<file path="src/rtl/binary_clock_pkg.sv">
`default_nettype none
// binary_clock_pkg: mode encodings, field widths and limits for the binary clock.
// Revision 1.0
package binary_clock_pkg;

  typedef enum logic [1:0] {
    MODE_RUN     = 2'b00,
    MODE_SET_HR  = 2'b01,
    MODE_SET_MIN = 2'b10
  } mode_t;

  localparam int SEC_W = 6;
  localparam int MIN_W = 6;
  localparam int HR_W  = 5;

  localparam logic [SEC_W-1:0] SEC_MAX = 6'd59;
  localparam logic [MIN_W-1:0] MIN_MAX = 6'd59;
  localparam logic [HR_W-1:0]  HR_MAX  = 5'd23;

  function automatic logic [5:0] wrap_inc(input logic [5:0] value, input logic [5:0] max);
    return (value == max) ? 6'd0 : value + 6'd1;
  endfunction

endpackage
`default_nettype wire

</file>
<file path="src/rtl/clock_set_ctrl_if.sv">
`default_nettype none
// clock_set_ctrl_if: button inputs and time/display outputs of the clock controller.
// Revision 1.0
interface clock_set_ctrl_if;
  import binary_clock_pkg::*;

  logic             btn_mode;
  logic             btn_inc;
  logic [SEC_W-1:0] seconds;
  logic [MIN_W-1:0] minutes;
  logic [HR_W-1:0]  hours;
  logic [1:0]       mode;
  logic             blink;
  logic             tick_1hz;

  modport master (
    output btn_mode, btn_inc,
    input  seconds, minutes, hours, mode, blink, tick_1hz
  );

  modport slave (
    input  btn_mode, btn_inc,
    output seconds, minutes, hours, mode, blink, tick_1hz
  );

endinterface
`default_nettype wire

</file>
<file path="src/rtl/clock_set_ctrl_tick_gen.sv">
`default_nettype none
// tick_gen: modulo-N counter with synchronous clear, hold-enable and terminal-count pulse.
// Revision 1.0
module tick_gen #(
  parameter int N = 2
) (
  input  logic clk,
  input  logic rst,
  input  logic clr,
  input  logic en,
  output logic term
);

  localparam int W = (N > 1) ? $clog2(N) : 1;
  localparam logic [W-1:0] LAST = W'(N - 1);

  logic [W-1:0] count;

  assign term = en && (count == LAST);

  always_ff @(posedge clk) begin
    if (rst || clr) begin
      count <= '0;
    end else if (en) begin
      count <= term ? '0 : count + W'(1);
    end
  end

endmodule
`default_nettype wire

</file>
<file path="src/rtl/clock_set_ctrl.sv">
`default_nettype none
// clock_set_ctrl: 1 Hz timekeeping chain with button-driven hour/minute setting and blink.
// Revision 1.0 -- optional macro AUTO_REPEAT_EN adds hold-to-repeat on btn_inc.
module clock_set_ctrl
  import binary_clock_pkg::*;
#(
  parameter int CLK_HZ = 100000000
) (
  input  logic           clk_100MHz,
  input  logic           reset,
  clock_set_ctrl_if.slave bus
);

  localparam int BLINK_N = (CLK_HZ / 4 > 0) ? CLK_HZ / 4 : 1;

  mode_t            state_q;
  mode_t            state_d;
  logic             mode_prev;
  logic             inc_prev;
  logic             mode_edge;
  logic             inc_edge;
  logic             mode_change;
  logic             run;
  logic             in_set;
  logic             tick;
  logic             blink_term;
  logic             blink_q;
  logic             rep_inc;
  logic             inc_pulse;
  logic [SEC_W-1:0] seconds_q;
  logic [MIN_W-1:0] minutes_q;
  logic [HR_W-1:0]  hours_q;

  // History resets high so a button held through reset never looks like a press.
  always_ff @(posedge clk_100MHz) begin
    if (reset) begin
      mode_prev <= 1'b1;
      inc_prev  <= 1'b1;
    end else begin
      mode_prev <= bus.btn_mode;
      inc_prev  <= bus.btn_inc;
    end
  end

  assign mode_edge = bus.btn_mode & ~mode_prev;
  assign inc_edge  = bus.btn_inc & ~inc_prev & ~mode_edge;

  always_ff @(posedge clk_100MHz) begin
    if (reset) begin
      state_q <= MODE_RUN;
    end else begin
      state_q <= state_d;
    end
  end

  always_comb begin
    state_d = state_q;
    case (state_q)
      MODE_RUN:     if (mode_edge) state_d = MODE_SET_HR;
      MODE_SET_HR:  if (mode_edge) state_d = MODE_SET_MIN;
      MODE_SET_MIN: if (mode_edge) state_d = MODE_RUN;
      default:      state_d = MODE_RUN;
    endcase
  end

  assign mode_change = (state_d != state_q);
  assign run         = (state_q == MODE_RUN);
  assign in_set      = (state_q == MODE_SET_HR) || (state_q == MODE_SET_MIN);

  tick_gen #(.N(CLK_HZ)) u_prescaler (
    .clk  (clk_100MHz),
    .rst  (reset),
    .clr  (~run | mode_change),
    .en   (run),
    .term (tick)
  );

  tick_gen #(.N(BLINK_N)) u_blink_timer (
    .clk  (clk_100MHz),
    .rst  (reset),
    .clr  (~in_set | mode_change),
    .en   (in_set),
    .term (blink_term)
  );

  always_ff @(posedge clk_100MHz) begin
    if (reset) begin
      blink_q <= 1'b0;
    end else if (mode_change) begin
      blink_q <= (state_d != MODE_RUN);
    end else if (!in_set) begin
      blink_q <= 1'b0;
    end else if (blink_term) begin
      blink_q <= ~blink_q;
    end
  end

`ifdef AUTO_REPEAT_EN
  localparam int REP_FIRST_N = (CLK_HZ / 2 > 0) ? CLK_HZ / 2 : 1;
  localparam int REP_NEXT_N  = (CLK_HZ / 8 > 0) ? CLK_HZ / 8 : 1;

  logic held;
  logic rep_fast;
  logic first_term;
  logic next_term;

  // Held means the press edge has already been consumed and the button stays down.
  assign held = in_set & bus.btn_inc & inc_prev & ~mode_edge;

  tick_gen #(.N(REP_FIRST_N)) u_rep_first (
    .clk  (clk_100MHz),
    .rst  (reset),
    .clr  (~held),
    .en   (held & ~rep_fast),
    .term (first_term)
  );

  tick_gen #(.N(REP_NEXT_N)) u_rep_next (
    .clk  (clk_100MHz),
    .rst  (reset),
    .clr  (~held),
    .en   (held & rep_fast),
    .term (next_term)
  );

  always_ff @(posedge clk_100MHz) begin
    if (reset || !held) begin
      rep_fast <= 1'b0;
    end else if (first_term) begin
      rep_fast <= 1'b1;
    end
  end

  assign rep_inc = first_term | next_term;
`else
  assign rep_inc = 1'b0;
`endif

  assign inc_pulse = (inc_edge | rep_inc) & in_set;

  // Later assignments win: the seconds clear on SET_HR entry overrides a coincident tick.
  always_ff @(posedge clk_100MHz) begin
    if (reset) begin
      seconds_q <= '0;
      minutes_q <= '0;
      hours_q   <= '0;
    end else begin
      if (tick) begin
        seconds_q <= wrap_inc(seconds_q, SEC_MAX);
        if (seconds_q == SEC_MAX) begin
          minutes_q <= wrap_inc(minutes_q, MIN_MAX);
          if (minutes_q == MIN_MAX) begin
            hours_q <= HR_W'(wrap_inc({1'b0, hours_q}, {1'b0, HR_MAX}));
          end
        end
      end
      if (mode_change && (state_d == MODE_SET_HR)) begin
        seconds_q <= '0;
      end
      if (inc_pulse && (state_q == MODE_SET_HR)) begin
        hours_q <= HR_W'(wrap_inc({1'b0, hours_q}, {1'b0, HR_MAX}));
      end
      if (inc_pulse && (state_q == MODE_SET_MIN)) begin
        minutes_q <= wrap_inc(minutes_q, MIN_MAX);
      end
    end
  end

  assign bus.seconds  = seconds_q;
  assign bus.minutes  = minutes_q;
  assign bus.hours    = hours_q;
  assign bus.mode     = state_q;
  assign bus.blink    = blink_q;
  assign bus.tick_1hz = tick;

endmodule
`default_nettype wire

</file>
<file path="src/flat_wrapper.sv">
// flat-port wrapper written by rule: the top's interface ports become plain ports
module clock_set_ctrl_flat import binary_clock_pkg::*;
#(
  parameter int CLK_HZ = 100000000
)
  (clk_100MHz, reset, bus_btn_mode, bus_btn_inc, bus_seconds, bus_minutes, bus_hours, bus_mode, bus_blink, bus_tick_1hz);
  clock_set_ctrl_if bus_i ();
  input  logic clk_100MHz;
  input  logic reset;
  input wire logic [$bits(bus_i.btn_mode)-1:0] bus_btn_mode;
  input wire logic [$bits(bus_i.btn_inc)-1:0] bus_btn_inc;
  output wire logic [$bits(bus_i.seconds)-1:0] bus_seconds;
  output wire logic [$bits(bus_i.minutes)-1:0] bus_minutes;
  output wire logic [$bits(bus_i.hours)-1:0] bus_hours;
  output wire logic [$bits(bus_i.mode)-1:0] bus_mode;
  output wire logic [$bits(bus_i.blink)-1:0] bus_blink;
  output wire logic [$bits(bus_i.tick_1hz)-1:0] bus_tick_1hz;
  assign bus_i.btn_mode = bus_btn_mode;
  assign bus_i.btn_inc = bus_btn_inc;
  assign bus_seconds = bus_i.seconds;
  assign bus_minutes = bus_i.minutes;
  assign bus_hours = bus_i.hours;
  assign bus_mode = bus_i.mode;
  assign bus_blink = bus_i.blink;
  assign bus_tick_1hz = bus_i.tick_1hz;
  clock_set_ctrl #(.CLK_HZ(CLK_HZ)) u_core (.clk_100MHz(clk_100MHz), .reset(reset), .bus(bus_i));
endmodule
</file>
<file path="config.mk">
export PLATFORM = sky130hd
export DESIGN_NAME = clock_set_ctrl_flat
export DESIGN_NICKNAME = d
export VERILOG_FILES = /design/src/rtl/binary_clock_pkg.sv /design/src/rtl/clock_set_ctrl_if.sv /design/src/rtl/clock_set_ctrl_tick_gen.sv /design/src/rtl/clock_set_ctrl.sv /design/src/flat_wrapper.sv
export SDC_FILE = /design/constraint.sdc
export NUM_CORES = 1
export LEC_CHECK = 0
export ABC_AREA = 1
export CAP_MARGIN = 25
export CORE_ASPECT_RATIO = 1.2
export CORE_MARGIN = 2
export CORE_UTILIZATION = 45
export DETAILED_ROUTE_END_ITERATION = 10
export GPL_ROUTABILITY_DRIVEN = 1
export PLACE_DENSITY_LB_ADDON = 0.15
export SYNTH_ARGS = -nofsm -noshare
export SYNTH_HDL_FRONTEND = slang
export SYNTH_SLANG_ARGS = --single-unit
</file>
<file path="constraint.sdc">
create_clock -name clk_100MHz -period 5.6 [get_ports clk_100MHz]
set_input_delay 0.84 -clock clk_100MHz [delete_from_list [all_inputs] [get_ports clk_100MHz]]
set_output_delay 0.84 -clock clk_100MHz [all_outputs]
set_load 0.05 [all_outputs]
</file>
Word-level counts from Yosys, hierarchy flattened
Cells that the tools add are included.

operators by class
  add/sub/neg operators = 5
  eq/ne operators = 10
  mux-type cells = 19
  bitwise operators = 12
  reduce and logical (&&, ||, !) cells = 18

operators with widths
  cell                   count
  $mux 6                 5
  $add 27x1->27 const B  1
  $eq 27x27->1 const B   1
  $mux 27                1
  $add 25x1->25 const B  1
  $eq 25x25->1 const B   1
  $mux 25                1
  $mux 5                 5
  $add 6x1->6 const B    2
  $eq 6x6->1 const B     2
  $reduce_bool 2->1      6
  $mux 2                 3
  $not 1->1              6
  $pmux 2 s3             1
  $add 5x1->5 const B    1
  $eq 5x5->1 const B     1
  $logic_and 1x1->1      5
  $and 1x1->1            4
  $eq 2x1->1 const B     2
  $logic_or 1x1->1       3
  $mux 1                 3
  $ne 3x2->1 const B     1
  $reduce_and 3->1       1
  $eq 2x2->1 const B     1
  5 further kinds        6

word-level totals
  flip-flop bits (word level) = 74
  bits of input ports = 4
  output and inout port bits = 21
  logic and storage cells = 73

Logic depth before layout (Yosys ltp)
Gate-level depths: netlist of the first run.

  depth in word-level cells = 8
  gate-level depth with buffers = 13
  mapped depth without buffers = 12

Modules after synthesis
Synthesis of the first run repeated with hierarchy kept, for this count alone.

unflattened totals
  cells, all modules = 693
  area total of the unflattened synthesis = 4476.8 sq um

by module, submodules not included
  module                            times used  cells each  area an instance (sq um)  sequential area each (sq um)
  tick_gen at u_core.u_blink_timer  1           256         1604.0                    500.5
  tick_gen at u_core.u_prescaler    1           248         1530.2                    540.5
  clock_set_ctrl                    1           189         1342.5                    440.4

Worst setup path after synthesis of the first run
OpenSTA, ideal clock, no wires.

  path type = reg2out
  from = reg u_core.state_q[0] (netlist: u_core.bus.mode[0])
  to = out bus_tick_1hz
  arrival time = 1.788 ns
  required time = 4.760 ns
  path slack = 2.972 ns
  cell stages (with the launch flop) = 10
  buffers on the path = 1
  path through = dfxtp_1 > inv_1 > ha_1 > buf_6 > inv_4 > nor2_4 > nand2_2 > nor2_4 > nand3_4 > clkinv_2

between the ends
  cells in the longest elaborated chain, start to end = 2

ends and longest elaborated chain
  what                    RTL line                       RTL
  from (decl)             clock_set_ctrl.sv:16           mode_t state_q;
  from (signal assigned)  clock_set_ctrl.sv:52           state_q <= state_d;
  $logic_not 2->1         clock_set_ctrl.sv:67           assign run = (state_q == MODE_RUN);
  $logic_and 1x1->1       clock_set_ctrl_tick_gen.sv:19  assign term = en && (count == LAST);
  to (decl)               flat_wrapper.sv:17             output wire logic [$bits(bus_i.tick_1hz)-1:0] bus_tick_1hz;

No other way between the ends.

Final worst setup path of the first run
  from = reg u_core.state_q[1] (netlist: u_core.bus.mode[1])
  to = out bus_tick_1hz

The elaborated chain is that of the path after synthesis.

==> results of run 1 <==
power groups by stage:
stage	logic (W)	registers [W]	clock network (W)
after floorplan	0.0000562	0.000553	0
after global placement	0.0000806	0.000547	0
after detailed placement	0.0000809	0.000547	0
after CTS	0.0000812	0.000536	0.000577
after global routing	0.0000893	0.000536	0.000595
final	0.0000801	0.000536	0.000566
through the flow:
step	hold slack [ns]	cell area, sq um	worst slack [ns]	utilization (%)	power [W]
4_1_cts	0.485	5150	1.91	52.0	0.00119
3_3_place_gp	0.470	4860	2.36	49.1	0.000627
5_1_grt	0.530	5150	1.75	52.0	0.00122
3_5_place_dp	0.476	4860	2.28	49.1	0.000628
6_report	0.485	5150	1.93	52.0	0.00118
2_1_floorplan	0.457	4520	2.97	-	0.000609
synthesized netlist by cell type, types with 2 or more instances:
| cell | count | share of area [%] |
|---|---|---|
| or2_0 | 2 | 0.28 |
| nor2_1 | 100 | 8.3 |
| nor2_4 | 9 | 2.2 |
| nand2_1 | 137 | 11 |
| nand2_2 | 14 | 1.9 |
| dfxtp_1 | 74 | 33 |
| inv_2 | 11 | 0.91 |
| nand3b_1 | 3 | 0.50 |
| nand4_4 | 3 | 1.4 |
| o21ai_0 | 17 | 1.9 |
| nand3_2 | 4 | 0.89 |
| nor3_2 | 6 | 1.3 |
| inv_1 | 58 | 4.8 |
| o22ai_1 | 2 | 0.28 |
| xor2_1 | 22 | 4.3 |
| nor4_1 | 3 | 0.41 |
| a21oi_1 | 25 | 2.8 |
| nor2_2 | 20 | 2.8 |
| ha_1 | 9 | 2.5 |
| or2_2 | 3 | 0.41 |
| buf_6 | 3 | 0.75 |
| nand4_1 | 29 | 4.0 |
| nand2_4 | 4 | 1.0 |
| buf_2 | 4 | 0.44 |
| xnor2_1 | 6 | 1.2 |
| nand3_1 | 54 | 6.0 |
| nand3_4 | 2 | 0.77 |
| nor3_1 | 14 | 1.5 |
worst min-delay path by stage:
| stage | to | slack, ns | cells past startpoint |
|---|---|---|---|
| CTS | u_core.u_prescaler.count[25] | 0.48 | 2 |
| global route | u_core.u_prescaler.count[25] | 0.53 | 2 |
| finish | u_core.u_prescaler.count[25] | 0.49 | 2 |
| global placement | u_core.u_prescaler.count[25] | 0.47 | 2 |
| floorplan | u_core.u_prescaler.count[25] | 0.46 | 2 |
| detailed placement | u_core.u_prescaler.count[25] | 0.48 | 2 |
tightest hold or removal path: stages, from the launching register on:
cell,delay [ns]
dfxtp_1,0.32
nand2_1,0.06
a21oi_1,0.05
registers in the layout, indices dropped and copies added (netlist names):
signal	count
u_core.bus.blink	1
u_core.u_prescaler.count	27
u_core.bus.hours	5
u_core.bus.seconds	6
u_core.u_blink_timer.count	25
u_core.inc_prev	1
u_core.bus.mode	2
u_core.bus.minutes	6
u_core.mode_prev	1
cell families after synthesis:
| family | Yosys count | share of synthesized area [%] |
|---|---|---|
| fa+ha+maj | 9 | 2.49 |
| xor+xnor | 28 | 5.42 |
| buf+inv | 79 | 7.25 |
| compound gates | 46 | 5.23 |
| flops | 74 | 32.8 |
| simple gates | 412 | 46.9 |
layer usage:
metal	up-vias	wire, microns	track usage, %
met5	-	0	0
met4	0	186	7.05
met3	17	409	4.23
met2	71	5160	35.4
met1	1901	4590	24.7
li1	2164	-	-
cell type report:
cell class,instances,area (sq um),share of cell area (%)
inverter,71,270,5.25
clock buffer,12,246,4.79
timing repair buffer,24,240,4.66
tap,126,158,3.06
clock inverter,3,40.0,0.777
multi-input combinational,495,2710,52.7
sequential,74,1480,28.8
==> run metrics, run 1 <==
Seq pwr share=between 40% and 50%; Iter 0 DRT Violations=around 160; fin crit share=65.6%; DR DRC count=0; initial core utilization=45.6%; CORE AREA=0.00991 sq mm; grt total ovfl=0; sw power=0.000276 W; critical path arrival=2.83 ns; Clk pwr share=47.9%; largest net degree at the start of global routing=16; status=complete, no violations; R2R cell count=12; Routed WL per cell=12.9 microns; first-pass GRT wire length=17.7 mm; DIE AREA=around 0.011 sq mm; critical path class=reg -> out; FP Rows=40; Rel. slew slack=58.7%; CTS resizes=0; CTS HTree Levels=3; initial antenna violation count=0; Die Y=114 microns; reg2reg start=u_core.bus.mode[1]; Hold Vio Cnt, Final=0; setup TNS=0 ns; routability cong.=~0.87; drt first pass iters=5; Worst-Margin Slew=0.618 ns; Critical Path Sink=bus_tick_1hz; Post-Route WL=10.3 mm; WP buf/inv=4; Critical Path Source Type=flop; crit path max fanout=11; power density over the cells=about 230 mW/mm^2; Synth Area per Inst=6.98 sq um; Setup violations, final=0; Critical Path Stages=9; vias per std cell=5.16; sequential area share after synthesis=32.8%; Max rail drop VDD=149 uV; Skew-Pair Late Insertion Delay=0.33 ns; Post CTS Setup Buffer Count=0; P&R area growth vs syn=13.9%; diode count=0; clk buf depth=2; critical path capture point type=primary output; flops & latches, synth=74; count of warnings emitted by yosys=0; Final Max Tran Viols=0; CTS tree=built; Period minus WS final=3.67 ns; crit path launch=u_core.bus.mode[1]; Ports=25; CP peak stage delay=~0.8 ns; Filler cells=about 1,000; Critical Path Most Common Cell=nor2_4; switching power share of the total=23.3%; Async S/R FF share, synth=0%; reg2reg end=u_core.u_prescaler.count[24]; port bufs=24; vias in the first global route=3,985; Synth cell types=38; share of cells above drive strength 1=14.1%; combinational cell fraction of total power=6.8%; RSZ-0062 raised after global routing=false; cts hold-fix bufs=0; Critical Path RT=4.76 ns; commonest non-fill, non-tap cell in the layout=nand2_1; Synthesized Nets=661; critical path's slowest cell=clkdlybuf4s50_1; max cap viols=0; commonest non-fill, non-tap cells in the layout=nand2_1, nor2_1, dfxtp_1; leakage power=between 1.5 and 2 nW; Clk Tree Root Cell=clkbuf_16; Peak Freq=between 0.2 and 0.3 GHz; Post-Place Cells=790; critical-path cell list=inv_2 -> ha_1 -> inv_4 -> nor2_4 -> nand2_2 -> nor2_4 -> nand3_4 -> clkinv_2 -> clkdlybuf4s50_1; Int Pwr=0.000906 W; Crit path max-delay family=buffers and inverters; Die X-Extent=95.5 microns; number of synthesized flops with an enable pin=0; Worst-path clk slew=0.06 ns; Antenna Nets Post-Route=0; clock skew=0.00819 ns; Mapped Cells=648; Synth Flop Type=dfxtp_1; # nets final=688; worst hold path class=reg -> reg; GRT Overall Usage=20.4%; DR vias=4,153; CTS Sinks=74; FF-to-FF setup slack=approximately 3.0 ns; CTS buffer count=9; mapped cell area=0.00452 sq mm; fin cells=approximately 810; DPL Wire Length=~7.9 mm; HP Start=u_core.u_prescaler.count[25]
No activity file was read; power rests on OpenSTA's default activity.
==> inputs of run 2 (changes only) <==
Clock period 5.6 ns to 3.1 ns, I/O delays scaled along.
==> run metrics, run 2 (synthesis results as in run 1) <==
status=complete, no violations; critical path class=reg -> out; switching power share of the total=22.3%; CORE AREA=slightly below 0.01 sq mm; CTS buffer count=9; max reg flops=27; setup TNS=0 ns; vias per std cell=5.15; Pwr Total=0.00236 W; Rel. slew slack=62.1%; initial core utilization=45.6%; Post-Route WL=10.6 mm; P&R area growth vs syn=15.6%; commonest non-fill, non-tap cell in the layout=nand2_1; Skew-Pair Late Insertion Delay=0.34 ns; DPL Wire Length=8.12 mm; DIE AREA=0.0109 sq mm; power density over the cells=451 mW/mm^2; CTS Sinks=74; Iter 0 DRT Violations=between 150 and 200; # nets final=690; CTS tree=built; routability cong.=between 0.9 and 1; DR vias=4,160; Period minus WS final=2.75 ns; Largest regs=u_core.u_prescaler.count: 27 flops, u_core.u_blink_timer.count: 25 flops; first-pass GRT wire length=roughly 18 mm; Worst-path clk slew=0.06 ns; CTS HTree Levels=3; Post CTS Setup Buffer Count=0; Peak Freq=0.363 GHz; grt total ovfl=0; Most flops, register=u_core.u_prescaler.count; largest net degree at the start of global routing=14; share of cells above drive strength 1=14.8%; Critical Path RT=2.63 ns; vias in the first global route=4,047; Seq pwr share=41.1%; Worst-Margin Slew=0.564 ns; clk buf depth=2; Final Max Tran Viols=0; drt first pass iters=4; initial antenna violation count=0; Critical Path Source Type=flop; Ports=25; leakage power=1.84 nW; crit path max fanout=11; Routed WL per cell=13.2 microns; sw power=0.000526 W; Clk pwr share=52.7%; critical path arrival=around 2.3 ns; RSZ-0062 raised after global routing=false; Setup violations, final=0; worst hold path class=reg -> reg; Max rail drop VDD=277 uV; commonest non-fill, non-tap cells in the layout=nand2_1, nor2_1, dfxtp_1; Int Pwr=0.00183 W; GRT Overall Usage=approximately a fifth; critical path capture point type=primary output; fin crit share=88.8%; Die X-Extent=95.5 microns; port bufs=24; clock skew=roughly 0.0091 ns; Filler cells=roughly 1,000; Hold Vio Cnt, Final=0; FP Rows=40; Clk Tree Root Cell=clkbuf_16; Antenna Nets Post-Route=0; diode count=0; DR DRC count=0; CTS resizes=0; Die Y=114 microns; max cap viols=0; combinational cell fraction of total power=6.2%; cts hold-fix bufs=0
[run 2: changes by cell type in the layout (fill, tap and decap cells not counted)]
cell,delta
clkbuf_8,+1
clkinv_2,-2
buf_4,+3
clkinvlp_4,+1
clkbuf_1,-1
bufinv_16,+2
clkdlybuf4s50_1,-1
[run 2: critical path, cell delays in order (launching register included)]
cell and delay, ns:
dfxtp_1 0.38, inv_2 0.16, ha_1 0.46, inv_4 0.15, nor2_4 0.15, nand2_2 0.07
nor2_4 0.16, nand3_4 0.11, clkinv_2 0.10, buf_4 0.20
[run 2: final timing paths]
kind	slack (ns)	from	endpoint	cells past startpoint
setup reg to reg	0.61	u_core.bus.mode[1]	u_core.u_blink_timer.count[16]	12
hold / removal	0.48	u_core.u_prescaler.count[25]	u_core.u_prescaler.count[25]	2
setup / recovery	0.35	u_core.bus.mode[1]	bus_tick_1hz	9
hold reg to reg	0.48	u_core.u_prescaler.count[25]	u_core.u_prescaler.count[25]	2
[run 2: metrics by stage]
step / hold slack [ns] / cell area [sq um] / cells / util, % / worst slack (ns)
2_1_floorplan: 0.457 / 4520 / 648 / - / 0.847
3_3_place_gp: 0.469 / 4880 / 792 / 49.2 / 0.729
3_5_place_dp: 0.473 / 4880 / 792 / 49.2 / 0.617
4_1_cts: 0.482 / 5230 / 808 / 52.8 / 0.351
5_1_grt: 0.524 / 5230 / 808 / 52.8 / 0.184
6_report: 0.478 / 5230 / 808 / 52.8 / 0.347
[run 2: power groups by stage]
stage / registers, W / logic (W) / clock network (W)
floorplan: 0.000999 / 0.000102 / 0
global placement: 0.000988 / 0.000145 / 0
detailed placement: 0.000989 / 0.000148 / 0
CTS: 0.000968 / 0.000149 / 0.00127
global route: 0.000969 / 0.000162 / 0.00130
finish: 0.000968 / 0.000147 / 0.00124
[run 2: cell type report]
class                      instances  area, sq um  share of cell area [%]
multi-input combinational        495         2710                    51.9
inverter                          71          270                    5.17
clock inverter                     4         97.6                    1.87
tap                              126          158                    3.01
sequential                        74         1480                    28.3
clock buffer                      12          256                    4.90
timing repair buffer              26          253                    4.83
[run 2: layer usage]
metal	GRT usage, %	wire length (microns)	share of wire (%)	up-vias
met3	4.76	351	3.3	17
met4	7.33	192	1.8	0
li1	-	-	-	2170
met5	0	0	0	-
met2	36.2	5290	50	84
met1	26.1	4790	45	1889
